`src/rtl/pipe_hazard_ctrl_pkg.sv`:
```
`default_nettype none
// ============================================================================
//  Module   : pipe_hazard_ctrl_pkg
//  Purpose  : Shared definitions for the pipeline hazard controller:
//             forwarding-select codes, freeze FSM state encoding and the
//             register-address match helper.
//  Revision : 1.0 - initial release
// ============================================================================
package pipe_hazard_ctrl_pkg;

    // ALU operand source selects
    localparam logic [1:0] FWD_REG = 2'd0;
    localparam logic [1:0] FWD_WB  = 2'd1;
    localparam logic [1:0] FWD_MEM = 2'd2;

    // Memory freeze FSM states
    typedef enum logic [0:0] {
        ST_RUN  = 1'b0,
        ST_WAIT = 1'b1
    } frz_state_t;

    // Register 0 is hard-wired, so it never produces a dependency.
    // Callers zero-extend their addresses to 32 bits.
    function automatic logic addr_match(input logic [31:0] a, input logic [31:0] b);
        return (a != 32'd0) && (a == b);
    endfunction

endpackage
`default_nettype wire

```
`src/rtl/pipe_hazard_ctrl_mem_freeze_fsm.sv`:
```
`default_nettype none
// ============================================================================
//  Module   : mem_freeze_fsm
//  Purpose  : Holds the back end of the pipeline for MEM_LAT-1 cycles for
//             every load/store that reaches MEM.
//  Ports    : clk_i    - clock
//             rst_i    - asynchronous active-low reset
//             memop_i  - EX/MEM holds a load or store
//             freeze_o - pipeline freeze request (combinational)
//  Revision : 1.0 - initial release
// ============================================================================
module mem_freeze_fsm
    import pipe_hazard_ctrl_pkg::*;
#(
    parameter int MEM_LAT = 1
) (
    input  logic clk_i,
    input  logic rst_i,
    input  logic memop_i,
    output logic freeze_o
);

    localparam int   c_CW         = $clog2(MEM_LAT) + 1;
    localparam int   c_CNT_INIT   = (MEM_LAT > 2) ? (MEM_LAT - 2) : 0;
    localparam logic c_CAN_FREEZE = (MEM_LAT > 1);

    frz_state_t      r_state;
    frz_state_t      w_state_nxt;
    logic            r_served;
    logic            w_served_nxt;
    logic [c_CW-1:0] r_cnt;
    logic [c_CW-1:0] w_cnt_nxt;
    logic            w_freeze;

    always_ff @(posedge clk_i or negedge rst_i) begin
        if (!rst_i) begin
            r_state  <= ST_RUN;
            r_served <= 1'b0;
            r_cnt    <= '0;
        end else begin
            r_state  <= w_state_nxt;
            r_served <= w_served_nxt;
            r_cnt    <= w_cnt_nxt;
        end
    end

    // The RUN cycle that detects the op is the first frozen cycle; WAIT
    // covers the remaining MEM_LAT-2. The served flag stops the same op from
    // re-triggering on the cycle it finally advances.
    always_comb begin
        w_state_nxt  = r_state;
        w_served_nxt = r_served;
        w_cnt_nxt    = r_cnt;
        w_freeze     = 1'b0;
        case (r_state)
            ST_RUN: begin
                if (memop_i && !r_served && c_CAN_FREEZE) begin
                    w_freeze = 1'b1;
                    if (MEM_LAT > 2) begin
                        w_state_nxt = ST_WAIT;
                        w_cnt_nxt   = c_CW'(c_CNT_INIT);
                    end else begin
                        w_served_nxt = 1'b1;
                    end
                end
            end
            ST_WAIT: begin
                w_freeze  = 1'b1;
                w_cnt_nxt = r_cnt - c_CW'(1);
                if (r_cnt <= c_CW'(1)) begin
                    w_state_nxt  = ST_RUN;
                    w_served_nxt = 1'b1;
                    w_cnt_nxt    = '0;
                end
            end
            default: begin
                w_state_nxt = ST_RUN;
            end
        endcase
        if (!w_freeze) begin
            w_served_nxt = 1'b0;
        end
    end

    // Reset aborts a freeze immediately, even with memop still asserted.
    assign freeze_o = rst_i & w_freeze;

endmodule
`default_nettype wire

```
`src/rtl/pipe_hazard_ctrl.sv`:
```
`default_nettype none
// ============================================================================
//  Module   : pipe_hazard_ctrl
//  Purpose  : Forwarding selects, load-use / branch-operand stalls, taken
//             branch flush and memory-latency freeze for a 5-stage pipeline,
//             plus a saturating stall-cycle counter.
//  Ports    : id_*      - ID-stage operand addresses and branch info
//             ex_*      - ID/EX operand addresses and EX destination/control
//             mem_*     - EX/MEM destination and control
//             wb_*      - MEM/WB destination and RegWrite
//             fwd_a/b_o - ALU operand selects (REG / WB / MEM)
//             pc_write_o, ifid_write_o, ifid_flush_o, idex_bubble_o,
//             hold_exmem_o - pipeline register controls
//             stall_cycles_o - saturating stalled/frozen cycle count
//  Revision : 1.0 - initial release
// ============================================================================
module pipe_hazard_ctrl
    import pipe_hazard_ctrl_pkg::*;
#(
    parameter int REG_AW  = 5,
    parameter int MEM_LAT = 1,
    parameter int CNT_W   = 16
) (
    input  logic              clk_i,
    input  logic              rst_i,
    input  logic [REG_AW-1:0] id_rs_i,
    input  logic [REG_AW-1:0] id_rt_i,
    input  logic              id_use_rt_i,
    input  logic              id_branch_i,
    input  logic              branch_taken_i,
    input  logic [REG_AW-1:0] ex_rs_i,
    input  logic [REG_AW-1:0] ex_rt_i,
    input  logic [REG_AW-1:0] ex_rd_i,
    input  logic              ex_regwrite_i,
    input  logic              ex_memread_i,
    input  logic [REG_AW-1:0] mem_rd_i,
    input  logic              mem_regwrite_i,
    input  logic              mem_memread_i,
    input  logic              mem_memop_i,
    input  logic [REG_AW-1:0] wb_rd_i,
    input  logic              wb_regwrite_i,
    input  logic              perf_clr_i,
    output logic [1:0]        fwd_a_o,
    output logic [1:0]        fwd_b_o,
    output logic              pc_write_o,
    output logic              ifid_write_o,
    output logic              ifid_flush_o,
    output logic              idex_bubble_o,
    output logic              hold_exmem_o,
    output logic [CNT_W-1:0]  stall_cycles_o
);

    logic             w_freeze;
    logic             w_ls;
    logic             w_bs;
    logic             w_stall;
    logic [CNT_W-1:0] r_stall_cnt;

    mem_freeze_fsm #(
        .MEM_LAT (MEM_LAT)
    ) u_freeze (
        .clk_i    (clk_i),
        .rst_i    (rst_i),
        .memop_i  (mem_memop_i),
        .freeze_o (w_freeze)
    );

    // EX forwarding; MEM holds the younger result so it wins over WB.
    always_comb begin
        fwd_a_o = FWD_REG;
        fwd_b_o = FWD_REG;
        if (mem_regwrite_i && addr_match(32'(mem_rd_i), 32'(ex_rs_i))) begin
            fwd_a_o = FWD_MEM;
        end else if (wb_regwrite_i && addr_match(32'(wb_rd_i), 32'(ex_rs_i))) begin
            fwd_a_o = FWD_WB;
        end
        if (mem_regwrite_i && addr_match(32'(mem_rd_i), 32'(ex_rt_i))) begin
            fwd_b_o = FWD_MEM;
        end else if (wb_regwrite_i && addr_match(32'(wb_rd_i), 32'(ex_rt_i))) begin
            fwd_b_o = FWD_WB;
        end
    end

    // Load-use: the loaded value is not available to EX forwarding in time.
    assign w_ls = ex_memread_i &&
                  (addr_match(32'(ex_rd_i), 32'(id_rs_i)) ||
                   (id_use_rt_i && addr_match(32'(ex_rd_i), 32'(id_rt_i))));

    // Branches compare in ID, so any in-flight ALU result in EX or a load in
    // MEM is too late. Branches always read both rs and rt.
    assign w_bs = id_branch_i &&
                  ((ex_regwrite_i &&
                    (addr_match(32'(ex_rd_i), 32'(id_rs_i)) ||
                     addr_match(32'(ex_rd_i), 32'(id_rt_i)))) ||
                   (mem_memread_i &&
                    (addr_match(32'(mem_rd_i), 32'(id_rs_i)) ||
                     addr_match(32'(mem_rd_i), 32'(id_rt_i)))));

    assign w_stall = w_ls | w_bs;

    always_comb begin
        pc_write_o    = 1'b1;
        ifid_write_o  = 1'b1;
        ifid_flush_o  = 1'b0;
        idex_bubble_o = 1'b0;
        hold_exmem_o  = 1'b0;
        if (w_freeze) begin
            // ID/EX holds too: its register sees !ifid_write_o together with hold.
            hold_exmem_o = 1'b1;
            pc_write_o   = 1'b0;
            ifid_write_o = 1'b0;
        end else if (w_stall) begin
            pc_write_o    = 1'b0;
            ifid_write_o  = 1'b0;
            idex_bubble_o = 1'b1;
        end else if (id_branch_i && branch_taken_i) begin
            ifid_flush_o = 1'b1;
        end
    end

    always_ff @(posedge clk_i or negedge rst_i) begin
        if (!rst_i) begin
            r_stall_cnt <= '0;
        end else if (perf_clr_i) begin
            r_stall_cnt <= '0;
        end else if ((w_freeze || w_stall) && (r_stall_cnt != '1)) begin
            r_stall_cnt <= r_stall_cnt + CNT_W'(1);
        end
    end

    assign stall_cycles_o = r_stall_cnt;

endmodule
`default_nettype wire

```
`config.mk`:
```
export PLATFORM = sky130hd
export DESIGN_NAME = pipe_hazard_ctrl
export DESIGN_NICKNAME = d
export VERILOG_FILES = /design/src/rtl/pipe_hazard_ctrl_pkg.sv /design/src/rtl/pipe_hazard_ctrl_mem_freeze_fsm.sv /design/src/rtl/pipe_hazard_ctrl.sv
export SDC_FILE = /design/constraint.sdc
export NUM_CORES = 1
export LEC_CHECK = 0
export BUFFER_PORTS_ARGS = -buffer_cell sky130_fd_sc_hd__buf_4
export CAP_MARGIN = 5
export CORE_MARGIN = 2
export CORE_UTILIZATION = 47
export DETAILED_ROUTE_END_ITERATION = 8
export PLACE_DENSITY = 0.87
export REMOVE_ABC_BUFFERS = 1
export SLEW_MARGIN = 20
export SYNTH_ARGS = -nofsm -noshare
export SYNTH_HDL_FRONTEND = slang
export SYNTH_SLANG_ARGS = --single-unit
```
`constraint.sdc`:
```
create_clock -name clk_i -period 3.1 [get_ports clk_i]
set_clock_uncertainty 0.1 [all_clocks]
set_input_delay 0.62 -clock clk_i [delete_from_list [all_inputs] [get_ports clk_i]]
set_output_delay 0.62 -clock clk_i [all_outputs]
set_load 0.005 [all_outputs]
```
==> results.txt <==
The run finished with clean final reports. The share of total power dissipated in sequential elements is between 40% and 50%. The power per standard cell area is 229.6 nW/um^2.

The static leakage came out at approximately 0.00096 uW. The detailed router's first-iteration violation count is 73. The number of synthesized flops with an enable pin came out at 0. The floorplan step defined a core boundary enclosing 3053 sq um. The weighted congestion reported at the end of routability-driven placement is 0.8579. The delay of the slowest cell on the worst path came out at between 0.5 and 0.6 ns. The overall fraction of global-route tracks in use came out at 21.61%. The multiplexer share of the synthesized area is 2.968%. The cell-internal power is 331.7 uW. In the post-synthesis netlist, the biggest area contributors are sky130_fd_sc_hd__dfrtp_1, sky130_fd_sc_hd__xor2_1, sky130_fd_sc_hd__xnor2_1. Wires add up to 4.041 mm. The clock transition at the register clock pins on the worst setup and hold paths after CTS came out at 0.09 ns. The number of vias per cell is 5.524.

The type of element capturing the critical path is a primary output. The deepest clock path buffer count is 2. Counting stages on the worst path, the most repeated cell is sky130_fd_sc_hd__buf_4. The remaining global-route overflow came out at 0.

By startpoint and endpoint, the worst setup path is classified as in2out. The antenna diode count is 0. The overall die area came out at 3700 sq um. The number of storage elements in the synthesis netlist is 16. The share of total power dissipated in the clock network is 24.0%.

In this run the cell area measured after placement is 2031 sq um. Counting the fill cells in the layout gives 268. Summed over all nets, the half-perimeter wirelength after detailed placement is 3.247 mm. The highest attainable clock frequency came out at between 0.3 and 0.4 GHz.

The effective utilization at floorplan is between 40 and 50%. After synthesis, the mean cell area works out to 8.339 sq um. STA classifies the critical path startpoint as a primary input. The max-cap violation count is 0. The number of flip-flops in the largest register is 16.

The critical path's slowest cell is sky130_fd_sc_hd__or4_1. The portion of total power attributed to combinational logic is between 30 and 40%. The standard-cell row count came out at 20. The count of hold buffers inserted by post-cts repair is 0. The vertical die dimension came out at 60.83 microns.

The post-synthesis sequential area ratio is 26.38%. The number of design rule violations left after detail routing is 0. The Yosys warning count came out at 0. Summed over all instances, the cell type with the most area after synthesis is sky130_fd_sc_hd__dfrtp_1. The initial antenna violation count was 0.

Setup violations remaining at the end of the flow were counted as 0. Setup repair after global routing left no endpoint under its margin. The share of final-layout standard cells stronger than drive strength 1 is about a third. The routed length per placed instance came out at between 10 and 15 microns. The signal on the critical path passes through buf_4, or4_1, nor2_1, o32a_1, and3_1, buf_4.

The count of clock tree sinks came out at 16. Among all flip-flop cells after synthesis, the most frequent one is sky130_fd_sc_hd__dfrtp_1. At the worst endpoint, the arrival time is 2.08 ns. The insertion delay of the later-clocked pin in the worst-skew pair is 0.29 ns. The post-route antenna net violation count is 0. The xor/xnor cell area share of the yosys netlist is a little under a quarter. VDD sags by at most slightly above 0.2 mV. The final standard cell area without fillers is 2053 sq um. In the finished design, the share of the clock period the worst path needs comes to 90.22%. Summing over every cut layer, the via total after detailed routing is roughly 1,600. The maximum level of the CTS H-tree is 1. The post-synthesis share of cell area spent on full adders, half adders and majority gates is less than 1%.

The tightest min-delay check is of the in2async type. Data on the critical path is required at its endpoint by 2.38 ns. The TritonCTS clock tree is built. The number of port buffers is 69. The floorplan step set the die width to slightly above 60 microns. The worst slack on hold paths came out at ~0.062 ns. The instance count of the mapped netlist came out at 182. The number of clock buffers added by TritonCTS is 3.

The fraction of registers with async set or reset after synthesis is 100.0%. During I/O placement, the number of pins put on the boundary was 72. Entering global routing, the biggest net connects 21 pins. The final period demand of the worst path is 2.797 ns. The number of buffers added for setup after CTS is 0. The number of iterations in the first detailed-routing pass is 4.

The area fraction of the dominant cell type after synthesis came out at 26.38%. The net switching fraction of the power is 29.64%. The number of global-route vias before repair came out at 1,496. The first global-routing pass estimated 6.299 mm of wire.

Summed over all nets, the switching power comes to 139.8 uW. The clock tree root buffer cell is sky130_fd_sc_hd__clkbuf_4. Adding up every negative setup slack in the final design gives 0 ns. The net total in the final layout is 294.

Of all nets on the critical path, the largest fanout is 10. The cell area after synthesis came out at roughly 1500 sq um. The hold violation total from the final report is 0. The max-slew violation count is 0. The count of instances resized after the clock tree is built came out at 0. The simple-gate share of the synthesized area is between 20% and 30%. The number of library cell types mapped by synthesis came out at 40. The area growth from synthesis to layout is 35.28%. By area, the combinational part of the netlist is dominated by simple AND/OR/NAND/NOR gates. The synthesized-area fraction occupied by ao, oa, aoi and oai cells is around an eighth.
-- power by group through the flow --
stage	Sequential [uW]	Clock (uW)	Combinational, uW
after floorplan	214	0	57.4
after global placement	215	0	144
after detailed placement	215	0	147
after CTS	211	113	148
after global routing	211	120	160
final	211	113	148
-- kinds of logic after synthesis --
logic type | Yosys count
buf+inv | 15
fa+ha+maj | 1
mux | 4
compound gates | 28
xor+xnor | 40
simple gates | 77
other cells | 1
flops | 16
-- worst max-delay path: cells and delay by family --
kind                   cells  cell delay, ns
buffers and inverters      2            0.23
AOI/OAI and AO/OA          1            0.41
and+or+nand+nor            3            0.82
-- cells in the mapped netlist, types with 4 or more instances --
library cell / n
sky130_fd_sc_hd__a21oi_1: 8
sky130_fd_sc_hd__and3_1: 7
sky130_fd_sc_hd__and4_1: 4
sky130_fd_sc_hd__buf_2: 6
sky130_fd_sc_hd__dfrtp_1: 16
sky130_fd_sc_hd__nand2_1: 14
sky130_fd_sc_hd__nand3_1: 8
sky130_fd_sc_hd__nor2_1: 11
sky130_fd_sc_hd__nor2b_1: 4
sky130_fd_sc_hd__nor3_1: 6
sky130_fd_sc_hd__nor4_1: 4
sky130_fd_sc_hd__o21ai_0: 8
sky130_fd_sc_hd__or3_1: 4
sky130_fd_sc_hd__or4_1: 7
sky130_fd_sc_hd__xnor2_1: 8
sky130_fd_sc_hd__xor2_1: 32
-- worst paths after layout --
path	startpoint	end	slack, ns	cells past startpoint
setup / recovery	ex_rd_i[1]	ifid_flush_o	0.30	6
hold / removal	rst_i	stall_cycles_o[10]	0.06	1
setup reg to reg	stall_cycles_o[11]	stall_cycles_o[4]	1.04	6
hold reg to reg	stall_cycles_o[6]	stall_cycles_o[6]	0.49	1
max in group asynchronous	rst_i	stall_cycles_o[9]	2.66	1
min in group clk_i	stall_cycles_o[6]	stall_cycles_o[6]	0.49	1
-- cell usage in the layout, fill, tap and decap left out, types with 2 or more instances in the layout --
cell                       synthesis  final
sky130_fd_sc_hd__o21ai_0           8      8
sky130_fd_sc_hd__nor2b_1           4      4
sky130_fd_sc_hd__nand4_1           2      2
sky130_fd_sc_hd__o41ai_1           2      2
sky130_fd_sc_hd__a21oi_1           8      8
sky130_fd_sc_hd__or4_1             7      7
sky130_fd_sc_hd__dfrtp_1          16     16
sky130_fd_sc_hd__or3_1             4      4
sky130_fd_sc_hd__xnor2_1           8      8
sky130_fd_sc_hd__xor2_1           32     32
sky130_fd_sc_hd__nand3_1           8      8
sky130_fd_sc_hd__mux2_1            3      3
sky130_fd_sc_hd__clkbuf_4          0      3
sky130_fd_sc_hd__nor3_2            2      2
sky130_fd_sc_hd__nor4_1            4      4
sky130_fd_sc_hd__and4_1            4      4
sky130_fd_sc_hd__and3_1            7      7
sky130_fd_sc_hd__nor3_1            6      6
sky130_fd_sc_hd__o211ai_1          2      2
sky130_fd_sc_hd__buf_4             2     71
sky130_fd_sc_hd__nor2_1           11     11
sky130_fd_sc_hd__inv_1             3      3
sky130_fd_sc_hd__nand2_1          14     14
-- per-stage QoR --
step,power [uW],setup slack (ns),utilization [%],instances
3_3_place_gp,358.5,0.3039,66.52,285
3_5_place_dp,361.9,0.3016,66.52,285
5_1_grt,491.1,0.2195,67.25,288
4_1_cts,471.6,0.3008,67.25,288
6_report,471.5,0.3031,67.25,288
2_1_floorplan,271.8,0.3153,-,170
-- cell type report --
type / instances / area [sq um] / share of cell area (%)
Timing Repair Buffer: 71 / 533.0 / 25.96
Clock buffer: 3 / 22.52 / 1.097
Tap cell: 44 / 55.05 / 2.681
Sequential cell: 16 / 400.4 / 19.50
Inverter: 3 / 11.26 / 0.5484
Multi-Input combinational cell: 151 / 1031 / 50.21
-- routing by layer --
layer / routed length [microns] / vias up / global-route usage (%)
li1: - / 777 / -
met1: 1742 / 743 / 27.89
met2: 1928 / 67 / 39.02
met3: 330 / 4 / 1.919
met4: 40 / 0 / 4.969
met5: 0 / - / 0
No activity file was read; power rests on OpenSTA's default activity.
